## src/rtl/serial_pkg.sv

```systemverilog
// serial_pkg: definitions shared by the serial link transmit and receive ends.
//   - FSM state encoding (2-bit, legacy-compatible localparams)
//   - default frame width (DEF_DBIT) and bit period in clocks (DEF_DVSR)
package serial_pkg;

    localparam logic [1:0] IDLE  = 2'b00;
    localparam logic [1:0] START = 2'b01;
    localparam logic [1:0] DATA  = 2'b10;
    localparam logic [1:0] STOP  = 2'b11;

    localparam int DEF_DBIT = 8;
    localparam int DEF_DVSR = 16;

endpackage

```

## src/rtl/serial_bit_timer.sv

```systemverilog
// bit_timer: bit-period counter for the serial link.
//   clk, reset : clock, synchronous active-high reset
//   clr        : synchronous clear (highest priority after reset)
//   run        : count enable; the counter clears itself after DVSR-1
//   cnt        : current count, $clog2(DVSR) bits
//   tc         : terminal count, high while cnt == DVSR-1
module bit_timer #(
    parameter int DVSR = 16,
    localparam int CW = (DVSR > 1) ? $clog2(DVSR) : 1
) (
    input  logic          clk,
    input  logic          reset,
    input  logic          clr,
    input  logic          run,
    output logic [CW-1:0] cnt,
    output logic          tc
);

    logic [CW-1:0] cnt_q, cnt_d;

    assign cnt = cnt_q;
    assign tc  = (cnt_q == CW'(DVSR - 1));

    always_comb begin
        cnt_d = cnt_q;
        if (clr || (run && tc))
            cnt_d = '0;
        else if (run)
            cnt_d = cnt_q + 1'b1;
    end

    always_ff @(posedge clk) begin
        if (reset)
            cnt_q <= '0;
        else
            cnt_q <= cnt_d;
    end

endmodule

```

## src/rtl/serial_tx.sv

```systemverilog
// serial_tx: frames a DBIT-wide word as start bit, data LSB-first, stop bit.
//   clk, reset   : clock, synchronous active-high reset
//   tx_start     : request to send din, honoured only in IDLE
//   din          : word to send, captured on the accepting edge
//   tx_busy      : registered, high from accept until return to IDLE
//   tx_done_tick : one-cycle pulse in the last cycle of the stop bit
//   tx           : registered serial line, idles high
module serial_tx
    import serial_pkg::*;
#(
    parameter int DBIT = DEF_DBIT,
    parameter int DVSR = DEF_DVSR
) (
    input  logic            clk,
    input  logic            reset,
    input  logic            tx_start,
    input  logic [DBIT-1:0] din,
    output logic            tx_busy,
    output logic            tx_done_tick,
    output logic            tx
);

    localparam int BW = (DBIT > 1) ? $clog2(DBIT) : 1;
    localparam int CW = (DVSR > 1) ? $clog2(DVSR) : 1;

    logic [1:0]      state_q, state_d;
    logic [BW-1:0]   bit_q, bit_d;
    logic [DBIT-1:0] shift_q, shift_d;
    logic            tx_q, tx_d;
    logic            busy_q, busy_d;

    logic [CW-1:0]   tick_cnt;
    logic            tick_tc;

    // Held clear in IDLE, so every frame starts its start bit at count 0.
    bit_timer #(.DVSR(DVSR)) u_bit_timer (
        .clk   (clk),
        .reset (reset),
        .clr   (state_q == IDLE),
        .run   (state_q != IDLE),
        .cnt   (tick_cnt),
        .tc    (tick_tc)
    );

    always_comb begin
        state_d = state_q;
        bit_d   = bit_q;
        shift_d = shift_q;
        tx_d    = tx_q;
        busy_d  = busy_q;
        case (state_q)
            IDLE: begin
                tx_d = 1'b1;
                if (tx_start) begin
                    shift_d = din;
                    tx_d    = 1'b0;
                    busy_d  = 1'b1;
                    state_d = START;
                end
            end
            START: begin
                if (tick_tc) begin
                    bit_d   = '0;
                    tx_d    = shift_q[0];
                    state_d = DATA;
                end
            end
            DATA: begin
                if (tick_tc) begin
                    shift_d = shift_q >> 1;
                    if (bit_q == BW'(DBIT - 1)) begin
                        tx_d    = 1'b1;
                        state_d = STOP;
                    end else begin
                        bit_d = bit_q + 1'b1;
                        // Next LSB is bit 1 of the pre-shift word.
                        tx_d  = shift_q[1];
                    end
                end
            end
            STOP: begin
                if (tick_tc) begin
                    busy_d  = 1'b0;
                    state_d = IDLE;
                end
            end
            default: state_d = IDLE;
        endcase
    end

    always_ff @(posedge clk) begin
        if (reset) begin
            state_q <= IDLE;
            bit_q   <= '0;
            shift_q <= '0;
            tx_q    <= 1'b1;
            busy_q  <= 1'b0;
        end else begin
            state_q <= state_d;
            bit_q   <= bit_d;
            shift_q <= shift_d;
            tx_q    <= tx_d;
            busy_q  <= busy_d;
        end
    end

    assign tx           = tx_q;
    assign tx_busy      = busy_q;
    assign tx_done_tick = (state_q == STOP) && tick_tc;

endmodule

```

## config.mk

```make
export PLATFORM = sky130hd
export DESIGN_NAME = serial_tx
export DESIGN_NICKNAME = d
export VERILOG_FILES = /design/src/rtl/serial_pkg.sv /design/src/rtl/serial_bit_timer.sv /design/src/rtl/serial_tx.sv
export SDC_FILE = /design/constraint.sdc
export NUM_CORES = 1
export LEC_CHECK = 0
export ABC_AREA = 1
export BUFFER_PORTS_ARGS = -buffer_cell sky130_fd_sc_hd__buf_4
export CAP_MARGIN = 40
export CORE_UTILIZATION = 59
export CTS_BUF_LIST = sky130_fd_sc_hd__clkbuf_4
export CTS_CLUSTER_DIAMETER = 60
export DETAILED_ROUTE_END_ITERATION = 6
export PLACE_DENSITY = 0.92
export SYNTH_ARGS = -nofsm -noshare
export SYNTH_HDL_FRONTEND = slang
export SYNTH_HIERARCHICAL = 1
export SYNTH_SLANG_ARGS = --single-unit
```

## constraint.sdc

```tcl
create_clock -name clk -period 1.75 [get_ports clk]
set_clock_uncertainty 0.1 [all_clocks]
set_input_delay 0 -clock clk [delete_from_list [all_inputs] [get_ports clk]]
set_output_delay 0 -clock clk [all_outputs]
set_load 0.01 [all_outputs]
```

======== Word-level counts from Yosys, hierarchy flattened ========
Index checks and enable logic that the tools add are counted.
word-level totals
  bits in registers ....................... 19
  input port bits ......................... 11
  output and inout port bits .............. 3
  word-level logic and storage cells ...... 55
operators by class
  $add $sub $neg .......................... 2
  equal/unequal tests ..................... 11
  muxes and demuxes ....................... 21
  reductions and logical operators ........ 15
operators by type and width
  operator               count
  $mux W8                2
  $pmux W8 S2            1
  $ne A2 B2 Y1 const B   6
  $mux W2                5
  $mux W3                3
  $reduce_and A3 Y1      3
  $pmux W2 S4            1
  $reduce_bool A2 Y1     4
  $mux W1                6
  $pmux W3 S2            1
  $reduce_and A5 Y1      1
  $add A4 B1 Y4 const B  1
  $eq A2 B2 Y1 const B   2
  $eq A4 B4 Y1 const B   1
  $reduce_and A4 Y1      1
  $add A3 B1 Y3 const B  1
  $eq A3 B3 Y1 const B   1
  $pmux W1 S3            1
  $reduce_bool A3 Y1     1
  $eq A2 B1 Y1 const B   1
  $logic_and A1 B1 Y1    2
  $logic_not A2 Y1       1
  $pmux W1 S2            1
  $reduce_or A2 Y1       1
  $logic_or A1 B1 Y1     1

======== Longest topological paths before layout ========
Gate-level depths: netlist of the first run.
  depth after elaboration ................. 4
  gate-level depth with buffers ........... 9
  depth with buffers taken out ............ 9

======== By module ========
The synthesis of the first run kept the hierarchy.
modules (own cells, without submodules)
  module     times used  cells each  area an instance (sq um)
  serial_tx  1           136         919.6
  bit_timer  1           26          188.9

======== Least setup slack after synthesis of the first run ========
Ideal clock, no wire load.
  path type ............................... register to register
  start point ............................. register u_bit_timer.cnt_q[0], in the netlist u_bit_timer/cnt[0]
  end point ............................... register shift_q[1]
  arrival time ............................ 1.335 ns
  path slack .............................. 0.198 ns
  cell stages (with the launch flop) ...... 8
  clock period less this slack ............ 1.552 ns
  cell sequence ........................... dfxtp_1 -> ha_1 -> and3_1 -> inv_1 -> nand2_1 -> nand3_4 -> o21ai_0 -> nor2_1
between the ends
  cells in the longest elaborated chain, start to end .. 3
RTL lines
  what                         line                    RTL
  from (decl)                  serial_bit_timer.sv:19  logic [CW-1:0] cnt_q, cnt_d;
  from (signal assigned)       serial_bit_timer.sv:36  cnt_q <= cnt_d;
  $eq A4 B4 Y1                 serial_bit_timer.sv:22  assign tc = (cnt_q == CW'(DVSR - 1));
  via tick_tc                  serial_tx.sv:33         logic tick_tc;
  $ne A2 B2 Y1 (no line)       n/a
  $reduce_and A3 Y1 (no line)  n/a
  to (signal assigned)         serial_tx.sv:101        shift_q <= shift_d;
  to (decl)                    serial_tx.sv:28         logic [DBIT-1:0] shift_q, shift_d;
The timed path passes the listed nets, and every way through them passes these cells.
A chain may end at the register's enable or synchronous reset.

======== Worst setup path after layout of the first run ========
  start point ............................. register u_bit_timer.cnt_q[0], in the netlist u_bit_timer/cnt[0]
  end point ............................... register state_q[0]
between the ends
  cells in the longest elaborated chain, start to end .. 3
  elaborated cells between the ends (all ways) .. 5
RTL lines
  what                           line                    RTL
  $eq A4 B4 Y1 *                 serial_bit_timer.sv:22
  via tick_tc                    serial_tx.sv:33
  $ne A2 B2 Y1 (no line)         n/a
  $reduce_and A5 Y1 (no line) *  n/a
  to (signal assigned)           serial_tx.sv:99         state_q <= state_d;
  to (decl)                      serial_tx.sv:26         logic [1:0] state_q, state_d;
Mark *: on every way through the listed nets, which the timed path passes. The rest lies on a longest branch.

==> results.py, run 1 <==
metrics = {
    "clock_tree": {
        "h-tree-depth": 1,
        "cts.sinks": 19,
        "clkTransAtPathRegs_ns": 0.12,
        "cts_setup_buffers": 0,
        "clk_root_buffer_cell": "clkbuf_4",
        "numCtsBuffers": 3,
        "clk_latency_ns": 0.31,
        "clk_path_buf_depth": 2,
        "cts_tree": "done",
    },
    "yosys": {
        "syn_inst": 162,
        "yosysWarnings": 6,
        "ys_seq_area_share_pct": 34.3,
        "synth_edf_count": 0,
        "synth-async-reset-ratio_pct": 0,
        "netlist_area_sq_mm": 0.00111,
        "synth-simple-area-share_pct": 30.6,
        "synth_adder_area_share_pct": 11.3,
        "ys.flop_type": "dfxtp_1",
        "syn-num-nets": 183,
        "postSynthAreaPerCell_sq_um": 6.84,
        "yosysUniqueCellTypes": 21,
        "synth_compound_area_share_pct": 15.1,
        "synth_top_family_by_area": "simple AND/OR/NAND/NOR gates",
        "synthMuxAreaShare_pct": 0,
        "synth_xor_area_share_pct": 0.790,
        "ys_ff_latch": 19,
    },
    "detailed_routing": {
        "route.detailed.drc": 0,
        "vias": 1153,
        "wl_um": 2730,
        "drtAntennaViolNets": 0,
        "initialDrtViolationCount": 45,
        "first_pass_iters": 4,
        "vias_per_cell": 5.34,
        "wire_per_inst_um": 12.6,
    },
    "worst_setup_path": {
        "cp-start-kind": "flip-flop",
        "r2r_slack_ns": 0.10,
        "r2r.worst_path.cells": 9,
        "worstPathCellList": "ha_1 -> and3_1 -> inv_1 -> nand2_1 -> nand2_1 -> nor2_1 -> nand3_1 -> nand2_1 -> nor2_1",
        "cpPeakStageDelay_ns": 0.38,
        "cp.required_ns": 1.87,
        "crit_top_cell": "nand2_1",
        "crit_type": "reg2reg",
        "worstSetupEndpointType": "flip-flop",
        "worstPathArrival_ns": 1.76,
        "r2r-start": "u_bit_timer/cnt[0]$_SDFFE_PP0P_",
        "timing.rr.end": "state_q[0]$_SDFFE_PP0P_",
        "path_max_fanout": 3,
        "crit_slowest_cell": "dfxtp_1",
    },
    "sta": {
        "tns_ns": 0,
        "worst_pin_slew_ns": 0.311,
        "slew_headroom_pct": 79.3,
        "finalCritPeriodShare_pct": 94.0,
        "fmax_mhz": 608,
        "hold_viol_final": 0,
        "setup_viol": 0,
        "rsz0062_at_grt": "false",
        "slew_violations": 0,
        "min_period_ns": 1.65,
    },
    "die": {
        "io_pins": 14,
        "core_sq_mm": 0.00175,
        "dieArea_sq_mm": 0.00206,
        "die_h_um": 45.3,
        "fp-row-count": 15,
        "die_x_um": 45.3,
        "start_util_pct": 63.5,
    },
    "grt": {
        "grt_use_total_pct": 28.9,
        "grt_pass1_wl_um": 4260,
        "grt_overflow_total": 0,
        "antenna_found_initial": 0,
        "grt_pass1_vias": 1052,
        "grt_max_degree": 12,
    },
    "cells_and_area": {
        "layout_commonest_cell": "nand2_1",
        "drive_above_1_share_pct": 16.8,
        "seq_area_sq_um": 382,
        "multi_input_area_sq_um": 653,
        "final_cell_mix": "41 x nand2_1, 25 x nor2_1, 19 x buf_4, 18 x dfxtp_1, 16 x inv_1",
        "design_area_sq_mm": 0.00139,
        "num-nets-final": 213,
        "n_antenna_cell": 0,
        "fillCellCount": 132,
        "synthToLayoutAreaGrowth_pct": 25.4,
    },
    "run_status": {
        "status": "finished, final reports clean",
    },
    "hold_path": {
        "hp-class": "in2reg",
        "holdPathEnd": "shift_q[3]$_SDFFE_PP0P_",
        "worstHoldStart": "din[3]",
        "worstHoldPathCells": 5,
    },
    "power_and_ir_drop": {
        "total_power_mw": 1.80,
        "vdd_drop_max_mv": 0.912,
        "p_leak_nw": 0.667,
        "power_density_mw_per_mm2": 1300,
    },
    "place": {
        "dp_hpwl_um": 1910,
        "place_congestion": 0.908,
        "place_area_sq_mm": 0.00126,
        "io_buffers": 13,
    },
    "run": {
        "cap_violations": 0,
    },
}
-- routing by layer --
metal,wire length [um],track usage (%),vias to the layer above
met5,0,0,-
met4,70,16.4,0
met3,164,4.40,9
met2,1340,47.2,52
met1,1160,35.9,510
li1,-,-,582
-- sequential cells by signal (all words and copies together), names as in the netlist --
name and flops:
u_bit_timer/cnt 4, shift_q 8, tx 1, state_q 2, tx_busy 1, bit_q 3
-- how the worst max path moves through the flow --
stage	start	slack (ns)	cells past startpoint	to
after detailed placement	state_q[1]$_SDFFE_PP0P_	0.07	7	shift_q[3]$_SDFFE_PP0P_
after global placement	u_bit_timer/cnt[0]$_SDFFE_PP0P_	0.16	7	shift_q[6]$_SDFFE_PP0P_
after global routing	state_q[1]$_SDFFE_PP0P_	0.002	7	shift_q[2]$_SDFFE_PP0P_
after floorplan	u_bit_timer/cnt[0]$_SDFFE_PP0P_	0.20	7	shift_q[1]$_SDFFE_PP0P_
final	u_bit_timer/cnt[0]$_SDFFE_PP0P_	0.10	9	state_q[0]$_SDFFE_PP0P_
after CTS	state_q[1]$_SDFFE_PP0P_	0.05	7	shift_q[3]$_SDFFE_PP0P_
-- synthesized netlist by cell type, types with 2 or more instances --
cell type / count / area [sq um]
a21oi_1: 9 / 45.0
a31oi_1: 7 / 43.8
dfxtp_1: 19 / 380
ha_1: 10 / 125
inv_1: 16 / 60.1
nand2_1: 42 / 158
nand3_1: 8 / 40.0
nor2_1: 26 / 97.6
o21ai_0: 12 / 60.1
o21ai_1: 2 / 10.0
-- power by group --
| group | internal, mW | switching, mW | leakage, nW |
|---|---|---|---|
| combinational | 0.373 | 0.584 | 0.493 |
| sequential | 0.544 | 0.0701 | 0.156 |
| clock | 0.0853 | 0.145 | 0.0177 |
| total | 1.00 | 0.798 | 0.667 |
-- layout make-up --
type,count,area share (%)
Clock buffer,3,1.62
Inverter,17,4.59
Clock inverter,1,0.360
Tap cell,25,2.25
Multi-Input combinational cell,123,47.0
Sequential cell,19,27.5
Timing Repair Buffer,28,16.7
-- critical path: cells and delay by family (launching register included) --
| family | cells | cell delay [ns] |
|---|---|---|
| flip-flops | 1 | 0.38 |
| buffers and inverters | 1 | 0.09 |
| AND/OR/NAND/NOR | 7 | 0.79 |
| adder cells (fa/ha/maj) | 1 | 0.21 |
-- through the flow --
step	instances	util (%)	setup WS [ns]	hold WS, ns
2_1_floorplan	162	-	0.198	-0.0309
3_3_place_gp	203	72.1	0.161	0.115
3_5_place_dp	203	72.1	0.0656	0.119
4_1_cts	216	78.9	0.0505	0.0208
5_1_grt	216	79.6	0.00182	0.0275
6_report	216	79.6	0.105	0.0195
-- kinds of logic (layout without fill, tap and decap cells) --
kind of cell / count (synthesis) / in the layout
AND/OR/NAND/NOR: 81 / 81
adder cells (fa/ha/maj): 10 / 10
buffers and inverters: 20 / 49
XOR/XNOR: 1 / 1
AO/OA/AOI/OAI: 31 / 31
flip-flops: 19 / 19
-- repair_timing --
action / 4_1_cts / 5_1_grt
hold endpoints to repair: 15 / 0
setup endpoints to repair: 0 / 11
hold buffers: 9 / 0
resized for setup: 0 / 5
Note: power is estimated with default switching activity, not from simulation.
==> run 2, diff against run 1 <==
- CORE_UTILIZATION: 59 -> 26
- PLACE_DENSITY: 0.92 -> 0.53
==> run 2 against run 1 <==
- clock-buffer cell count is the same
- non-clock buffer count grew 1
- worst setup slack gained 0.077 ns
- first-iteration DRC count grew 11%
- clock power is essentially flat
==> results.py, run 2 (same netlist as run 1, synthesis figures left out) <==
metrics = {
    "die": {
        "fp-row-count": 23,
        "start_util_pct": 27.3,
        "core_sq_mm": 0.00406,
        "die_h_um": 67.3,
        "die_x_um": 67.3,
        "io_pins": 14,
        "dieArea_sq_mm": 0.00453,
    },
    "clock_tree": {
        "clk_root_buffer_cell": "clkbuf_4",
        "cts_setup_buffers": 0,
        "cts.sinks": 19,
        "clk_latency_ns": 0.31,
        "cts_tree": "done",
        "numCtsBuffers": 3,
        "h-tree-depth": 1,
        "clkTransAtPathRegs_ns": 0.12,
        "clk_path_buf_depth": 2,
    },
    "hold_path": {
        "holdPathEnd": "bit_q[1]$_SDFFE_PP0P_",
        "worstHoldPathCells": 3,
        "worstHoldStart": "reset",
        "hp-class": "in2reg",
    },
    "grt": {
        "grt_use_total_pct": 12.6,
        "antenna_found_initial": 0,
        "grt_max_degree": 12,
        "grt_pass1_vias": 1019,
        "grt_overflow_total": 0,
        "grt_pass1_wl_um": 4310,
    },
    "cells_and_area": {
        "layout_commonest_cell": "nand2_1",
        "drive_above_1_share_pct": 17.2,
        "largest_register": "shift_q",
        "design_area_sq_mm": 0.00143,
        "n_antenna_cell": 0,
        "synthToLayoutAreaGrowth_pct": 28.7,
        "final_cell_mix": "40 x nand2_1, 26 x nor2_1, 19 x buf_4, 18 x dfxtp_1, 15 x inv_1",
        "fin_util_pct": 35.2,
        "num-nets-final": 214,
        "largest_reg_flops": 8,
        "fillCellCount": 423,
        "instances_no_fill": 242,
    },
    "sta": {
        "setup_viol": 0,
        "min_period_ns": 1.57,
        "fmax_mhz": 638,
        "rsz0062_at_grt": "false",
        "hold_ws_ns": 0.339,
        "worst_pin_slew_ns": 0.323,
        "slew_violations": 0,
        "hold_viol_final": 0,
        "tns_ns": 0,
        "setup_slack_ns": 0.182,
        "slew_headroom_pct": 78.5,
        "finalCritPeriodShare_pct": 89.6,
    },
    "worst_setup_path": {
        "path_max_fanout": 4,
        "r2r_slack_ns": 0.18,
        "crit_type": "reg2out",
        "r2r.worst_path.cells": 7,
        "cp.required_ns": 1.65,
        "timing.rr.end": "shift_q[2]$_SDFFE_PP0P_",
        "worstPathArrival_ns": 1.47,
        "worstSetupEndpointType": "primary output",
        "cp-start-kind": "flip-flop",
        "r2r-start": "u_bit_timer/cnt[0]$_SDFFE_PP0P_",
    },
    "power_and_ir_drop": {
        "p_int_mw": 0.999,
        "switching_share_pct": 42.7,
        "vdd_drop_max_mv": 0.467,
        "comb_power_share_pct": 52.0,
        "clockPowerShare_pct": 13.2,
        "seqPwrFrac_pct": 34.8,
        "power_density_mw_per_mm2": 1220,
        "p_leak_nw": 0.668,
        "switchingPower_mw": 0.745,
        "total_power_mw": 1.74,
    },
    "detailed_routing": {
        "route.detailed.drc": 0,
        "vias": 1047,
        "vias_per_cell": 4.33,
        "first_pass_iters": 4,
        "wl_um": 2410,
        "initialDrtViolationCount": 50,
        "wire_per_inst_um": 9.96,
        "drtAntennaViolNets": 0,
    },
    "run": {
        "cap_violations": 0,
    },
    "place": {
        "place_congestion": 0.787,
        "io_buffers": 13,
        "dpl.cell_count": 228,
        "dp_hpwl_um": 1770,
        "post-place-ws_ns": 0.123,
        "place_area_sq_mm": 0.00129,
    },
    "run_status": {
        "status": "finished, final reports clean",
    },
}
==> run 2: cell type report <==
type	instances	area (sq um)	share of cell area, %
Sequential cell	19	382	26.8
Clock inverter	1	5.00	0.351
Multi-Input combinational cell	123	648	45.4
Inverter	17	63.8	4.47
Timing Repair Buffer	29	243	17.0
Tap cell	50	62.6	4.39
Clock buffer	3	22.5	1.58
==> run 2: timing repair <==
item | in CTS | in global routing
gates resized for setup | 0 | 5
setup endpoints to repair | 0 | 8
hold buffers | 10 | 0
endpoints found under the hold margin | 16 | 0
==> run 2: worst max-delay path by stage <==
stage,from,endpoint,slack [ns],depth (start not counted)
2_1_floorplan,u_bit_timer/cnt[0]$_SDFFE_PP0P_,shift_q[1]$_SDFFE_PP0P_,0.20,7
3_3_place_gp,u_bit_timer/cnt[0]$_SDFFE_PP0P_,shift_q[5]$_SDFFE_PP0P_,0.14,7
3_5_place_dp,state_q[1]$_SDFFE_PP0P_,shift_q[7]$_SDFFE_PP0P_,0.12,8
4_1_cts,state_q[1]$_SDFFE_PP0P_,shift_q[7]$_SDFFE_PP0P_,0.11,8
5_1_grt,state_q[0]$_SDFFE_PP0P_,shift_q[3]$_SDFFE_PP0P_,0.009,7
6_report,u_bit_timer/cnt[0]$_SDFFE_PP0P_,tx_done_tick,0.18,6
==> run 2: critical path, cell delays in order (launching register included) <==
cell and delay (ns):
dfxtp_1 0.35, ha_1 0.23, and3_1 0.20, buf_4 0.15, nand2_1 0.05, inv_1 0.05, buf_4 0.13
==> run 2: power by group through the flow <==
stage | Clock [mW] | Combinational [mW] | Sequential [mW]
CTS | 0.244 | 0.902 | 0.606
detailed placement | 0 | 0.878 | 0.616
global placement | 0 | 0.889 | 0.617
finish | 0.231 | 0.907 | 0.607
global route | 0.262 | 1.05 | 0.626
floorplan | 0 | 0.654 | 0.615
==> run 2: metal layers <==
metal  track usage [%]  share of wire, %
met1              16.5                53
met2              19.8                41
met3              3.04               4.3
met4              4.79               1.6
met5                 0                 0
